**config.mk**
```make
export PLATFORM = sky130hd
export DESIGN_NAME = noc_flit_packetizer
export DESIGN_NICKNAME = d
export VERILOG_FILES = /design/src/rtl/noc_flit_packetizer.sv
export SDC_FILE = /design/constraint.sdc
export NUM_CORES = 1
export LEC_CHECK = 0
export BUFFER_PORTS_ARGS = -buffer_cell sky130_fd_sc_hd__buf_2
export CAP_MARGIN = 20
export CORE_UTILIZATION = 48
export CTS_CLUSTER_DIAMETER = 30
export DETAILED_ROUTE_END_ITERATION = 6
export MAX_ROUTING_LAYER = met4
export PLACE_DENSITY = 0.82
export SYNTH_ARGS = -nofsm -noshare
export SYNTH_HDL_FRONTEND = slang
export SYNTH_SLANG_ARGS = --single-unit
```
**constraint.sdc**
```tcl
create_clock -name clk -period 4.7 [get_ports clk]
set_input_delay 0.47 -clock clk [delete_from_list [all_inputs] [get_ports clk]]
set_output_delay 0.47 -clock clk [all_outputs]
set_load 0.03 [all_outputs]
```
**src/rtl/noc_flit_packetizer.sv**
```systemverilog
// rtl/noc_flit_packetizer.sv - one message in, HEADER/DATA.../TAIL flit stream out
// Optional: NOC_PACKETIZER_FLITCNT_EN places the payload flit count N in the header rem field.
module noc_flit_packetizer #(
    parameter int FLIT_DATA_WIDTH = 32,
    parameter int MESH_ADDR_X     = 2,
    parameter int MESH_ADDR_Y     = 2,
    parameter int MSG_WIDTH       = 128
) (
    input  logic                               clk,
    input  logic                               rst,
    input  logic                               msg_valid,
    output logic                               msg_ready,
    input  logic [MESH_ADDR_X-1:0]             msg_dst_x,
    input  logic [MESH_ADDR_Y-1:0]             msg_dst_y,
    input  logic [MSG_WIDTH-1:0]               msg_data,
    input  logic [$clog2(MSG_WIDTH+1)-1:0]     msg_len,
    output logic                               flit_valid,
    input  logic                               flit_ready,
    output logic [FLIT_DATA_WIDTH+1:0]         flit_out,
    output logic                               busy
);
    localparam int FDW      = FLIT_DATA_WIDTH;
    localparam int LEN_W    = $clog2(MSG_WIDTH + 1);
    localparam int TLW      = $clog2(FDW + 1);
    localparam int NMAX     = (MSG_WIDTH + FDW - 1) / FDW;
    localparam int CNT_W    = $clog2(NMAX + 1);
    localparam int DW       = NMAX * FDW;
    localparam int HDR_USED = MESH_ADDR_X + MESH_ADDR_Y + TLW;

    localparam logic [1:0] FT_HEADER = 2'd0;
    localparam logic [1:0] FT_DATA   = 2'd1;
    localparam logic [1:0] FT_TAIL   = 2'd2;

    localparam logic [LEN_W-1:0] MSG_W_L = LEN_W'(MSG_WIDTH);

    if (FDW < HDR_USED) begin : g_err_hdr
        $error("noc_flit_packetizer: header fields do not fit in FLIT_DATA_WIDTH");
    end
`ifdef NOC_PACKETIZER_FLITCNT_EN
    if (FDW < HDR_USED + CNT_W) begin : g_err_cnt
        $error("noc_flit_packetizer: header with flit count does not fit in FLIT_DATA_WIDTH");
    end
`endif

    typedef enum logic [1:0] {IDLE, HDR, BODY} state_t;

    state_t                 state, state_nx;
    logic [DW-1:0]          data_q;
    logic [MESH_ADDR_X-1:0] dst_x_q;
    logic [MESH_ADDR_Y-1:0] dst_y_q;
    logic [TLW-1:0]         t_q;
    logic [CNT_W-1:0]       last_q;
    logic [CNT_W-1:0]       idx;

    logic [LEN_W-1:0]       len_c;
    logic [LEN_W:0]         n_raw;
    logic [CNT_W-1:0]       n_calc;
    logic [CNT_W-1:0]       last_calc;
    logic [LEN_W-1:0]       t_full;
    logic [TLW-1:0]         t_calc;

    // Packet geometry is computed once from the live inputs and latched at acceptance.
    always_comb begin
        len_c     = (msg_len > MSG_W_L) ? MSG_W_L : msg_len;
        n_raw     = ({1'b0, len_c} + (LEN_W+1)'(FDW - 1)) / (LEN_W+1)'(FDW);
        n_calc    = (n_raw == '0) ? CNT_W'(1) : CNT_W'(n_raw);
        last_calc = n_calc - CNT_W'(1);
        t_full    = len_c - LEN_W'(int'(last_calc) * FDW);
        t_calc    = TLW'(t_full);
    end

    logic [FDW-1:0] hdr_payload;
    logic [FDW-1:0] body_payload;
    logic [FDW-1:0] tail_mask;
    logic           at_last;

    always_comb begin
        hdr_payload = '0;
        hdr_payload[FDW-1 -: MESH_ADDR_X]               = dst_x_q;
        hdr_payload[FDW-1-MESH_ADDR_X -: MESH_ADDR_Y]   = dst_y_q;
        hdr_payload[FDW-1-MESH_ADDR_X-MESH_ADDR_Y -: TLW] = t_q;
`ifdef NOC_PACKETIZER_FLITCNT_EN
        hdr_payload[FDW-1-HDR_USED -: CNT_W] = last_q + CNT_W'(1);
`endif
        for (int b = 0; b < FDW; b++) begin
            tail_mask[b] = (b < int'(t_q));
        end
        at_last      = (idx == last_q);
        body_payload = data_q[int'(idx)*FDW +: FDW];
        if (at_last) begin
            body_payload = body_payload & tail_mask;
        end
    end

    always_ff @(posedge clk or posedge rst) begin
        if (rst) begin
            state   <= IDLE;
            data_q  <= '0;
            dst_x_q <= '0;
            dst_y_q <= '0;
            t_q     <= '0;
            last_q  <= '0;
            idx     <= '0;
        end else begin
            state <= state_nx;
            if (state == IDLE && msg_valid) begin
                data_q  <= DW'(msg_data);
                dst_x_q <= msg_dst_x;
                dst_y_q <= msg_dst_y;
                t_q     <= t_calc;
                last_q  <= last_calc;
                idx     <= '0;
            end else if (state == BODY && flit_ready && !at_last) begin
                idx <= idx + CNT_W'(1);
            end
        end
    end

    // Outputs decode from registered state only, so a stalled flit stays stable.
    always_comb begin
        state_nx   = state;
        msg_ready  = 1'b0;
        flit_valid = 1'b0;
        flit_out   = '0;
        busy       = (state != IDLE);
        case (state)
            IDLE: begin
                msg_ready = 1'b1;
                if (msg_valid) state_nx = HDR;
            end
            HDR: begin
                flit_valid = 1'b1;
                flit_out   = {FT_HEADER, hdr_payload};
                if (flit_ready) state_nx = BODY;
            end
            BODY: begin
                flit_valid = 1'b1;
                flit_out   = {at_last ? FT_TAIL : FT_DATA, body_payload};
                if (flit_ready && at_last) state_nx = IDLE;
            end
            default: state_nx = IDLE;
        endcase
    end
endmodule

```
# --- Word level (Yosys, flattened, before mapping) ---
# Cells that the tools add are included.
classes:
  bitwise: 1
  n_addsub: 4
  shift: 1
  n_mux: 13
  n_lt_le_gt_ge: 33
  n_reduce_logical: 11
  n_eq_ne: 6
op_table:
  columns: ["op", "count"]
  rows:
  - ["128-bit by 9-bit variable part select with 32-bit output", 1]
  - ["5-bit by 6-bit < comparator with 1-bit output, first input constant", 16]
  - ["34-bit case mux with 2 select lines", 1]
  - ["4-bit by 6-bit < comparator with 1-bit output, first input constant", 8]
  - ["32-bit AND", 1]
  - ["32-bit two-way mux", 1]
  - ["3-bit by 6-bit < comparator with 1-bit output, first input constant", 4]
  - ["1-bit by 6-bit < comparator with 1-bit output, first input constant", 2]
  - ["2-bit by 6-bit < comparator with 1-bit output, first input constant", 2]
  - ["8-bit by 5-bit adder with 9-bit output, second input constant", 1]
  - ["9-bit zero test", 1]
  - ["3-bit two-way mux", 3]
  - ["8-bit greater-than comparator, second input constant", 1]
  - ["2-bit two-way mux", 4]
  - ["8-bit two-way mux", 1]
  - ["2-bit case mux with 3 select lines", 1]
  - ["6-bit subtractor", 1]
  - ["1-bit logical AND", 4]
  - ["2-bit != test, second input constant", 2]
  - ["2-bit nonzero test", 2]
  - ["3-bit by 1-bit adder with 3-bit output, second input constant", 1]
  - ["3-bit equality test", 1]
  - ["3-bit AND reduction", 1]
  - ["3-bit by 1-bit subtractor with 3-bit output, second input constant", 1]
  - ["7 further kinds", 8]
word_totals:
  out_inout_bits: 37
  wordCells: 76
  ff_bits: 146

# --- Depth between registers and ports, before layout ---
depth:
  ltp_word: 7
  depth_mapped: 9

# --- Least setup slack after synthesis ---
# OpenSTA, ideal clock, no wires.
synth_path:
  kind: "flip-flop to output port"
  from: "reg state[0]"
  to: "out flit_out[0]"
  t_required_ps: 4230
  n_path_buf: 1
  stages_incl_launch_ff: 8
  arrival_ps: 2123
  path_slack_ps: 2107
  cell_sequence: "dfrtp_1 > inv_1 > ha_1 > nand2_1 > nor2_1 > clkbuf_1 > nand2_1 > a21oi_1"
synth_between:
  elab_chain_len: 2
  elab_cells_between_ends: 3
  classes_between: "eq/ne: 2; mux: 1"
synth_rtl:
  columns: ["item", "line", "rtl"]
  rows:
  - ["from (decl)", "47", "state_t state, state_nx;"]
  - ["from (signal assigned)", "105", "state <= state_nx;"]
  - ["2-bit equality test / 2-bit by 1-bit equality test with 1-bit output (equally long branches)", "126", "case (state)"]
  - ["34-bit case mux with 2 select lines (*)", "126", null]
  - ["to (decl)", "19", "output logic [FLIT_DATA_WIDTH+1:0] flit_out,"]
# Every way passes the cells marked *; elsewhere a longest branch is shown, timed or not.

# --- Worst setup path in the final report ---
layout_path:
  from: "reg idx[0]"
  to: "out flit_out[20]"
layout_between:
  elab_chain_len: 4
  elab_cells_between_ends: 5
  classes_between: "eq/ne: 1; shift: 1; mux: 2; bitwise: 1"
layout_rtl:
  columns: ["item", "line", "rtl"]
  rows:
  - ["from (decl)", "53", "logic [CNT_W-1:0] idx;"]
  - ["from (signal assigned)", "114", "idx <= idx + CNT_W'(1);"]
  - ["128-bit by 9-bit variable part select with 32-bit output", "89", "body_payload = data_q[int'(idx)*FDW +: FDW];"]
  - ["32-bit AND", "91", "body_payload = body_payload & tail_mask;"]
  - ["32-bit two-way mux (*)", "90", "if (at_last) begin"]
  - ["34-bit case mux with 2 select lines (*)", "126", null]
# Marked as above.

==> impl_metrics.json <==
{
  "grt_max_degree": 111,
  "cp.required_ns": 4.23,
  "min_period_ns": 3.36,
  "core_sq_mm": 0.0141,
  "yosysWarnings": 0,
  "status": "finished, final reports clean",
  "start_util": 0.499,
  "clock-sinks": 146,
  "hp-class": "in -> async",
  "cts_root_buffer": "clkbuf_16",
  "avgSynthCellArea_sq_um": 13.4,
  "first_pass_iters": 4,
  "ant_nets": 0,
  "area_delta_synth_final_pct": 23.3,
  "powerDensity_mw_per_mm2": 703,
  "grt_pass1_wl_mm": 27.8,
  "syn_inst": 526,
  "hpwlAfterDp_mm": 12.8,
  "vias_per_cell": 5.74,
  "wl_mm": 17.8,
  "worst_slew_pin_slew_ns": 0.973,
  "die_w_um": 123,
  "grt-ovfl-total": 0,
  "timing.fmax_ghz": 0.298,
  "cp_data_arrival_time_ns": 2.89,
  "num_antenna_cells": 0,
  "register_area_sq_mm": 0.00366,
  "rows": 43,
  "final.fill_count": 1098,
  "io_pins": 181,
  "cts_resized": 0,
  "first_global_vias": 5429,
  "vias": 5096,
  "power_mw": 6.10,
  "synth-main-ff-cell": "dfrtp_1",
  "tns_ns": 0,
  "skew_ns": 0.00516,
  "ys_async_sr_fraction": 1.00,
  "leakage_nw": 3.92,
  "cts.clk_slew.worst_paths_ns": 0.06,
  "final_common_cell": "buf_2",
  "nNetsFinal": 845,
  "synth_cell_types": 45,
  "fin_crit_sh": 0.715,
  "drc_errors": 0,
  "htreeDepth": 4,
  "antenna_found_initial": 0,
  "clk_latency_ns": 0.43,
  "syn_area_sq_mm": 0.00704,
  "ys_ff_latch": 146,
  "setup_viol": 0,
  "start_kind": "register",
  "maxSlewViolCount": 0,
  "end_kind": "output pin",
  "multi_input_comb_area_sq_mm": 0.00320,
  "worstSetupPathType": "reg -> out",
  "rsz0062_at_grt": "no",
  "ctsHoldBuffers": 0,
  "cts_tree": "built",
  "cts_setup_buffers": 0,
  "ys_seq_area_frac": 0.519,
  "peakVddDrop_mv": 0.411,
  "clockBufferDepth": 2,
  "layout-drive-gt1-share": 0.556,
  "die_h_um": 123,
  "synth_edf_count": 0,
  "slew-limit-headroom": 0.346,
  "final_cell_mix": "buf_2 (180), dfrtp_1 (144), mux2_2 (133), nand2_1 (46), mux4_2 (32)",
  "crit_path_max_fanout": 13,
  "drt-wirelength-per-cell_um": 20.1,
  "fp.dieArea_sq_mm": 0.0152,
  "drt_iter0_drc": 351,
  "place_congestion": 0.849,
  "cap_violations": 0,
  "synth.net_count": 676,
  "port_buffers": 180,
  "cts_buffers": 17,
  "grtUsageTotal": 0.262,
  "hold_viol_final": 0
}
-- area by class of cell --
class                   instances  share of cell area
inverters                       9             0.00447
clock buffers                  20              0.0538
multi-input cells             334               0.369
clock inverters                12              0.0150
repair buffers                187               0.111
flip-flops and latches        146               0.421
well taps                     180              0.0259
-- per-stage QoR --
stage,instance area (sq um),cells,hold slack [ns],setup slack [ns],utilization
2_1_floorplan,7040,526,0.474,0.307,-
3_3_place_gp,8070,855,0.481,1.85,0.572
3_5_place_dp,8080,856,0.488,1.88,0.573
4_1_cts,8680,888,0.246,1.36,0.616
5_1_grt,8680,888,0.255,1.20,0.616
6_report,8680,888,0.256,1.34,0.616
-- cells in the mapped netlist (2+ instances only) --
library cell / number / area [sq um]
a22o_1: 2 / 17.5
o211a_1: 2 / 20.0
xnor2_1: 5 / 43.8
ha_1: 6 / 75.1
nor3_1: 4 / 20.0
a31oi_1: 3 / 18.8
o22ai_1: 2 / 12.5
o21ai_0: 19 / 95.1
clkbuf_1: 16 / 60.1
mux2_2: 133 / 1500
dfrtp_1: 146 / 3650
nand2_1: 47 / 176
nand3_1: 5 / 25.0
a21oi_1: 23 / 115
a21boi_0: 2 / 15.0
buf_1: 5 / 18.8
mux4_2: 32 / 721
inv_1: 9 / 33.8
xor2_1: 3 / 26.3
buf_2: 15 / 75.1
a32o_1: 5 / 50.1
nor2b_1: 2 / 12.5
nor2_1: 15 / 56.3
and2_1: 4 / 25.0
-- path summary, 6_finish.rpt --
kind                              start           end  slack [ns]  cells past startpoint
hold reg to reg             data_q[108]   data_q[108]        0.50                      1
setup / recovery                 idx[0]  flit_out[20]        1.34                      5
hold / removal                      rst    data_q[51]        0.26                      2
setup reg to reg               state[0]    data_q[20]        2.13                      5
max in group asynchronous           rst     last_q[0]        3.37                      3
min in group clk           msg_data[67]    data_q[67]        0.27                      2
-- kinds of logic after synthesis --
kind of cell             count (synthesis)  share of synthesized area
multiplexers                           167                      0.318
flip-flops                             146                      0.519
AND/OR/NAND/NOR                         87                     0.0565
AO/OA/AOI/OAI                           66                     0.0581
buffers and inverters                   46                     0.0277
XOR/XNOR                                 8                    0.00995
adder cells (fa/ha/maj)                  6                     0.0107
-- power breakdown --
part	internal (mW)	switching (mW)	leakage [nW]
clock network	0.823	0.530	0.281
logic	1.25	1.14	1.91
registers	1.90	0.464	1.73
-- routing by layer --
layer | vias to the layer above | global-route usage | share of wire
met5 | - | - | 0
met4 | 0 | 0.104 | 0.021
met1 | 2542 | 0.320 | 0.41
met3 | 37 | 0.0623 | 0.077
li1 | 2259 | - | -
met2 | 258 | 0.420 | 0.49
-- critical path: stages, from the launching register on --
cell	delay, ns
dfrtp_2	0.63
xor2_1	0.19
nor4_2	0.83
nand2_1	0.28
o311a_1	0.36
buf_2	0.18
-- flip-flops by register name, summed over array words and instances (netlist names) --
signal and cells:
idx 3, state 2, last_q 3, dst_x_q 2, t_q 6, dst_y_q 2, data_q 128
Note: power is estimated with default switching activity, not from simulation.
